`config.mk`:
```
export PLATFORM = sky130hd
export DESIGN_NAME = aes_cbc_dec_ctrl
export DESIGN_NICKNAME = d
export VERILOG_FILES = /design/src/rtl/aes_pkg.sv /design/src/rtl/aes_cbc_dec_ctrl.sv
export SDC_FILE = /design/constraint.sdc
export NUM_CORES = 1
export LEC_CHECK = 0
export CORE_AREA = 10 10 345 347
export DETAILED_ROUTE_END_ITERATION = 6
export DIE_AREA = 0 0 355 357
export GPL_TIMING_DRIVEN = 0
export REMOVE_ABC_BUFFERS = 1
export SETUP_SLACK_MARGIN = 0.05
export SLEW_MARGIN = 15
export SYNTH_ARGS = -nofsm -noshare
export SYNTH_HDL_FRONTEND = slang
export SYNTH_SLANG_ARGS = --single-unit
```
`constraint.sdc`:
```
create_clock -name clk -period 2.4 [get_ports clk]
set_input_delay 0.6 -clock clk [delete_from_list [all_inputs] [get_ports clk]]
set_output_delay 0.6 -clock clk [all_outputs]
set_load 0.02 [all_outputs]
```
`src/rtl/aes_pkg.sv`:
```
// aes_pkg: shared AES widths, controller state encoding and the AES-128 inverse-cipher function
package aes_pkg;
  localparam int AES_BLK_W = 128;
  localparam int AES_KEY_W = 128;
  typedef enum logic [1:0] {IDLE, ACCEPT, WAIT, OUT} state_e;
  function automatic logic [7:0] gmul(input logic [7:0] a, input logic [7:0] b);
    logic [7:0] p, x;
    p = '0;
    x = a;
    for (int i = 0; i < 8; i++) begin
      p = b[i] ? p ^ x : p;
      x = {x[6:0], 1'b0} ^ (x[7] ? 8'h1b : 8'h00);
    end
    return p;
  endfunction
  // Field inverse as a^254, so zero maps to zero as the S-box requires.
  function automatic logic [7:0] ginv(input logic [7:0] a);
    logic [7:0] r, p;
    r = 8'h01;
    p = a;
    for (int i = 0; i < 7; i++) begin
      p = gmul(p, p);
      r = gmul(r, p);
    end
    return r;
  endfunction
  function automatic logic [7:0] sbox(input logic [7:0] x);
    logic [7:0] b;
    b = ginv(x);
    return b ^ {b[6:0], b[7]} ^ {b[5:0], b[7:6]} ^ {b[4:0], b[7:5]} ^ {b[3:0], b[7:4]} ^ 8'h63;
  endfunction
  function automatic logic [7:0] inv_sbox(input logic [7:0] x);
    return ginv({x[6:0], x[7]} ^ {x[4:0], x[7:5]} ^ {x[1:0], x[7:2]} ^ 8'h05);
  endfunction
  function automatic logic [AES_BLK_W-1:0] aes_dec(input logic [AES_BLK_W-1:0] ct, input logic [AES_KEY_W-1:0] key);
    logic [31:0] w [44];
    logic [31:0] t;
    logic [7:0] rc;
    logic [7:0] s [16];
    logic [7:0] u [16];
    logic [AES_BLK_W-1:0] res;
    rc = 8'h01;
    for (int i = 0; i < 4; i++) w[i] = key[127-32*i -: 32];
    for (int i = 4; i < 44; i++) begin
      t = w[i-1];
      if (i % 4 == 0) begin
        t = {sbox(t[23:16]), sbox(t[15:8]), sbox(t[7:0]), sbox(t[31:24])} ^ {rc, 24'h0};
        rc = {rc[6:0], 1'b0} ^ (rc[7] ? 8'h1b : 8'h00);
      end
      w[i] = w[i-4] ^ t;
    end
    for (int j = 0; j < 16; j++) s[j] = ct[127-8*j -: 8] ^ w[40 + j/4][31-8*(j%4) -: 8];
    // Byte j sits at row j%4, column j/4; inverse shift rotates each row right by its index.
    for (int r = 9; r >= 0; r--) begin
      for (int j = 0; j < 16; j++)
        u[j] = inv_sbox(s[(j%4) + 4*(((j/4) - (j%4)) & 3)]) ^ w[4*r + j/4][31-8*(j%4) -: 8];
      for (int c = 0; c < 4; c++)
        for (int k = 0; k < 4; k++)
          s[4*c+k] = (r == 0) ? u[4*c+k] :
                     gmul(u[4*c+k], 8'h0e) ^ gmul(u[4*c+(k+1)%4], 8'h0b) ^
                     gmul(u[4*c+(k+2)%4], 8'h0d) ^ gmul(u[4*c+(k+3)%4], 8'h09);
    end
    for (int j = 0; j < 16; j++) res[127-8*j -: 8] = s[j];
    return res;
  endfunction
endpackage

```
`src/rtl/aes_cbc_dec_ctrl.sv`:
```
// aes_cbc_dec_ctrl: CBC decrypt sequencer driving an external aes_decr core over a registered multicycle path
module aes_cbc_dec_ctrl
  import aes_pkg::*;
#(
  parameter int CORE_LAT = 4,
  parameter int CNT_W    = 4
) (
  input  logic                 clk,
  input  logic                 rst,
  input  logic                 start,
  input  logic [AES_KEY_W-1:0] key_in,
  input  logic [AES_BLK_W-1:0] iv_in,
  output logic                 busy,
  input  logic                 s_valid,
  output logic                 s_ready,
  input  logic [AES_BLK_W-1:0] s_data,
  input  logic                 s_last,
  output logic                 m_valid,
  input  logic                 m_ready,
  output logic [AES_BLK_W-1:0] m_data,
  output logic                 m_last,
  output logic [AES_BLK_W-1:0] core_in,
  output logic [AES_KEY_W-1:0] core_key,
  input  logic [AES_BLK_W-1:0] core_out
);
  state_e               state_q, state_d;
  logic [AES_KEY_W-1:0] key_q, key_d;
  logic [AES_BLK_W-1:0] chain_q, chain_d, ct_q, ct_d, core_in_q, core_in_d, m_data_q, m_data_d;
  logic                 last_q, last_d, m_last_q, m_last_d;
  logic [CNT_W-1:0]     cnt_q, cnt_d;
  always_comb begin
    state_d   = state_q;
    key_d     = key_q;
    chain_d   = chain_q;
    ct_d      = ct_q;
    last_d    = last_q;
    cnt_d     = cnt_q;
    core_in_d = core_in_q;
    m_data_d  = m_data_q;
    m_last_d  = m_last_q;
    case (state_q)
      IDLE: if (start) begin
        key_d   = key_in;
        chain_d = iv_in;
        state_d = ACCEPT;
      end
      ACCEPT: if (s_valid) begin
        core_in_d = s_data;
        ct_d      = s_data;
        last_d    = s_last;
        cnt_d     = CNT_W'(CORE_LAT - 1);
        state_d   = WAIT;
      end
      WAIT: if (cnt_q != '0) cnt_d = cnt_q - CNT_W'(1);
      else begin
        m_data_d = core_out ^ chain_q;
        m_last_d = last_q;
        chain_d  = ct_q;
        state_d  = OUT;
      end
      OUT: if (m_ready) begin
        m_last_d = 1'b0;
        state_d  = m_last_q ? IDLE : ACCEPT;
      end
      default: state_d = IDLE;
    endcase
  end
  always_ff @(posedge clk) begin
    if (rst) begin
      state_q   <= IDLE;
      key_q     <= '0;
      chain_q   <= '0;
      ct_q      <= '0;
      last_q    <= 1'b0;
      cnt_q     <= '0;
      core_in_q <= '0;
      m_data_q  <= '0;
      m_last_q  <= 1'b0;
    end else begin
      state_q   <= state_d;
      key_q     <= key_d;
      chain_q   <= chain_d;
      ct_q      <= ct_d;
      last_q    <= last_d;
      cnt_q     <= cnt_d;
      core_in_q <= core_in_d;
      m_data_q  <= m_data_d;
      m_last_q  <= m_last_d;
    end
  end
  assign busy     = state_q != IDLE;
  assign s_ready  = state_q == ACCEPT;
  assign m_valid  = state_q == OUT;
  assign m_data   = m_data_q;
  assign m_last   = m_last_q;
  assign core_in  = core_in_q;
  assign core_key = key_q;
endmodule
```
==> flow_summary.ini <==
[run_status]
status = finished, final reports clean

[detailed_routing]
dr.pass1.iters = 5
drt_iter0_drc = 1196
drc = 0
ant_nets = 0
routed_wirelength_um = 105000
viasPerCell = 4.17
routedWlPerCell_um = 22.1
vias = 19800

[cts]
numCtsBuffers = 68
htree_levels = 3
numClockSinks = 520
root_buffer = clkbuf_16
clkTransAtPathRegs_ps = 60
clk_path_buf_depth = 3
tritoncts = built
worstSkewPairLatency_ps = 630
holdBufCountCts = 0

[placed_design]
post-dp-hpwl_um = 78100
place_congestion = 0.847
dp_cells = 4553
numPortBuffers = 905

[sta]
fin_crit_sh_pct = 98.2
finalSetupViolCount = 0
relSlewSlack_pct = 54.8
rsz0062_at_grt = true
setup_tns_ps = 0
finalCriticalPeriod_ps = 2360
tightest_slew_ps = 678
report.final.slew_viol_count = 0
clock.fmax_ghz = 0.424
fin_skew_ps = 26.6
hold_violations = 0

[yosys]
yosys.area.top_type = dfxtp_1
ys_ff_latch = 520
seq_area_frac_synth_pct = 50.5
avgSynthCellArea_sq_um = 8.96
ys_warn_count = 0
synth.most_common_cell = dfxtp_1
ys_top_cells_by_area = dfxtp_1, nand2_1, a21oi_1
async_reset_ff_share_pct = 0
netlist_area_sq_um = 20600
synth-main-ff-cell = dfxtp_1
synth_common_cells = dfxtp_1, nand2_1, a21oi_1, nor2_1, a211oi_1
synthCells = 2300
synth_cell_types = 32
synth_edf_count = 0
yosysTopAreaCellShare_pct = 50.5

[global_route]
grt_max_degree = 110
grt_use_total_pct = 15.7
overflow = 0
grt_pass1_vias = 19600
grt_pass1_wl_um = 146000
antenna_found_initial = 34

[critical_path]
startpoint_type = flip-flop
crit_type = reg -> reg
worstPathArrival_ps = 2810
cp_max_fo = 38
critPathCaptureType = flip-flop
crit_required_ps = 2860

[power]
irDropWorstVdd_mv = 0.643
power_leakage_nw = 12.2
p_per_area_nw_per_um2 = 1210

[layout]
syn_to_final_growth_pct = 69.2
final_net_count = 3709
multi_input_area_sq_um = 9440
final_util_pct = 31.1
final_cell_count_no_fill = 4750
register_area_sq_um = 10400
nFillCells = 11800
final_layout_size_suffix_gt1_share_pct = 10.1

[worst_hold_path]
min-delay-path-class = reg -> reg

[floorplanning]
fp.coreArea_sq_um = 112000
top_level_ports = 906
die_w_um = 355
initial_utilization_pct = 18.4
rows = 123
die_area_sq_um = 127000
die_y_um = 357

[job]
drv_cap = 0
[where the power goes]
group / switching [W] / internal [W]
clock: 0.00427 / 0.00638
combinational: 0.00987 / 0.00894
sequential: 0.00170 / 0.0111
[cell type report]
| cell class | count | share of cell area, % |
|---|---|---|
| diodes | 20 | 0.144 |
| clock buffers | 92 | 5.61 |
| clock inverters | 25 | 0.983 |
| inverters | 9 | 0.111 |
| multi-input cells | 1585 | 27.1 |
| flip-flops and latches | 520 | 29.9 |
| well taps | 1500 | 5.38 |
| repair buffers | 999 | 30.8 |
[cells in the final DEF (no fill, tap or decap), types with 3 or more instances in the layout]
cell	count
clkdlybuf4s50_1	823
dfxtp_1	516
nand2_1	514
a21oi_1	263
nor2_1	257
a211oi_1	160
mux2i_1	128
xnor2_1	128
a211oi_2	97
clkbuf_16	73
dlygate4sd2_1	69
buf_4	36
buf_16	31
diode_2	20
clkbuf_8	12
clkbuf_1	10
bufbuf_16	10
dlymetal6s2s_1	8
buf_12	7
bufinv_16	6
clkinvlp_4	6
inv_1	5
o21ai_0	5
clkinv_2	5
buf_6	5
ha_1	4
ha_4	3
inv_6	3
clkinv_8	3
buf_8	3
clkdlybuf4s15_2	3
[sequential cells by signal, indices dropped and copies added (netlist names)]
name and count:
state_q 2, last_q 1, m_last 1, chain_q 128, cnt_q 4, m_data 128, core_key 128, core_in 128
[metrics by stage]
step | setup slack, ps | total power, W | instance area, sq um | hold WS (ps)
after floorplan | -9420 | 0.0200 | 19800 | 431
after global placement | -18950 | 0.0230 | 30700 | 442
after detailed placement | -978 | 0.0298 | 31600 | 446
after CTS | 21.2 | 0.0428 | 34700 | 418
after global routing | 38.0 | 0.0448 | 34800 | 454
final | 43.6 | 0.0423 | 34900 | 452
[repair_timing]
action	in CTS	in global routing
setup buffers	38	8
gates resized for setup	120	11
cloned	14	3
endpoints found under the setup margin	317	38
pin swaps	6	13
[cells by family after synthesis]
logic type / synth area share, %
AND/OR/NAND/NOR: 14.6
AO/OA/AOI/OAI: 18.5
flip-flops: 50.5
buffers and inverters: 4.15
multiplexers: 6.31
XOR/XNOR: 5.44
adder cells (fa/ha/maj): 0.486
[per-layer routing]
metal | global-route usage, % | share of wire (%) | vias to the layer above | routed length [um]
met1 | 18.4 | 41 | 9345 | 42600
met2 | 25.6 | 47 | 718 | 49700
met3 | 6.17 | 9.4 | 158 | 9880
met5 | 0 | 0.076 | - | 80
li1 | - | - | 9578 | -
met4 | 6.19 | 2.7 | 14 | 2860
[worst max-delay path: stages, from the launching register on]
cell      delay, ps
dfxtp_4         350
inv_4            70
ha_4            150
buf_16          110
buf_4           100
buf_4           290
buf_16          290
mux2i_1         560
a211oi_2        140
[path summary, 6_finish.rpt]
| kind | from | depth (start not counted) | endpoint | slack [ps] |
|---|---|---|---|---|
| setup reg to reg | state_q[0]$_SDFFE_PP0P_ | 8 | chain_q[43]$_SDFFE_PP0P_ | 40 |
| setup / recovery | state_q[0]$_SDFFE_PP0P_ | 8 | chain_q[43]$_SDFFE_PP0P_ | 40 |
| hold reg to reg | core_key[71]$_SDFFE_PP0P_ | 2 | core_key[71]$_SDFFE_PP0P_ | 450 |
| hold / removal | core_key[71]$_SDFFE_PP0P_ | 2 | core_key[71]$_SDFFE_PP0P_ | 450 |
Power figures use the tool's default switching activity.
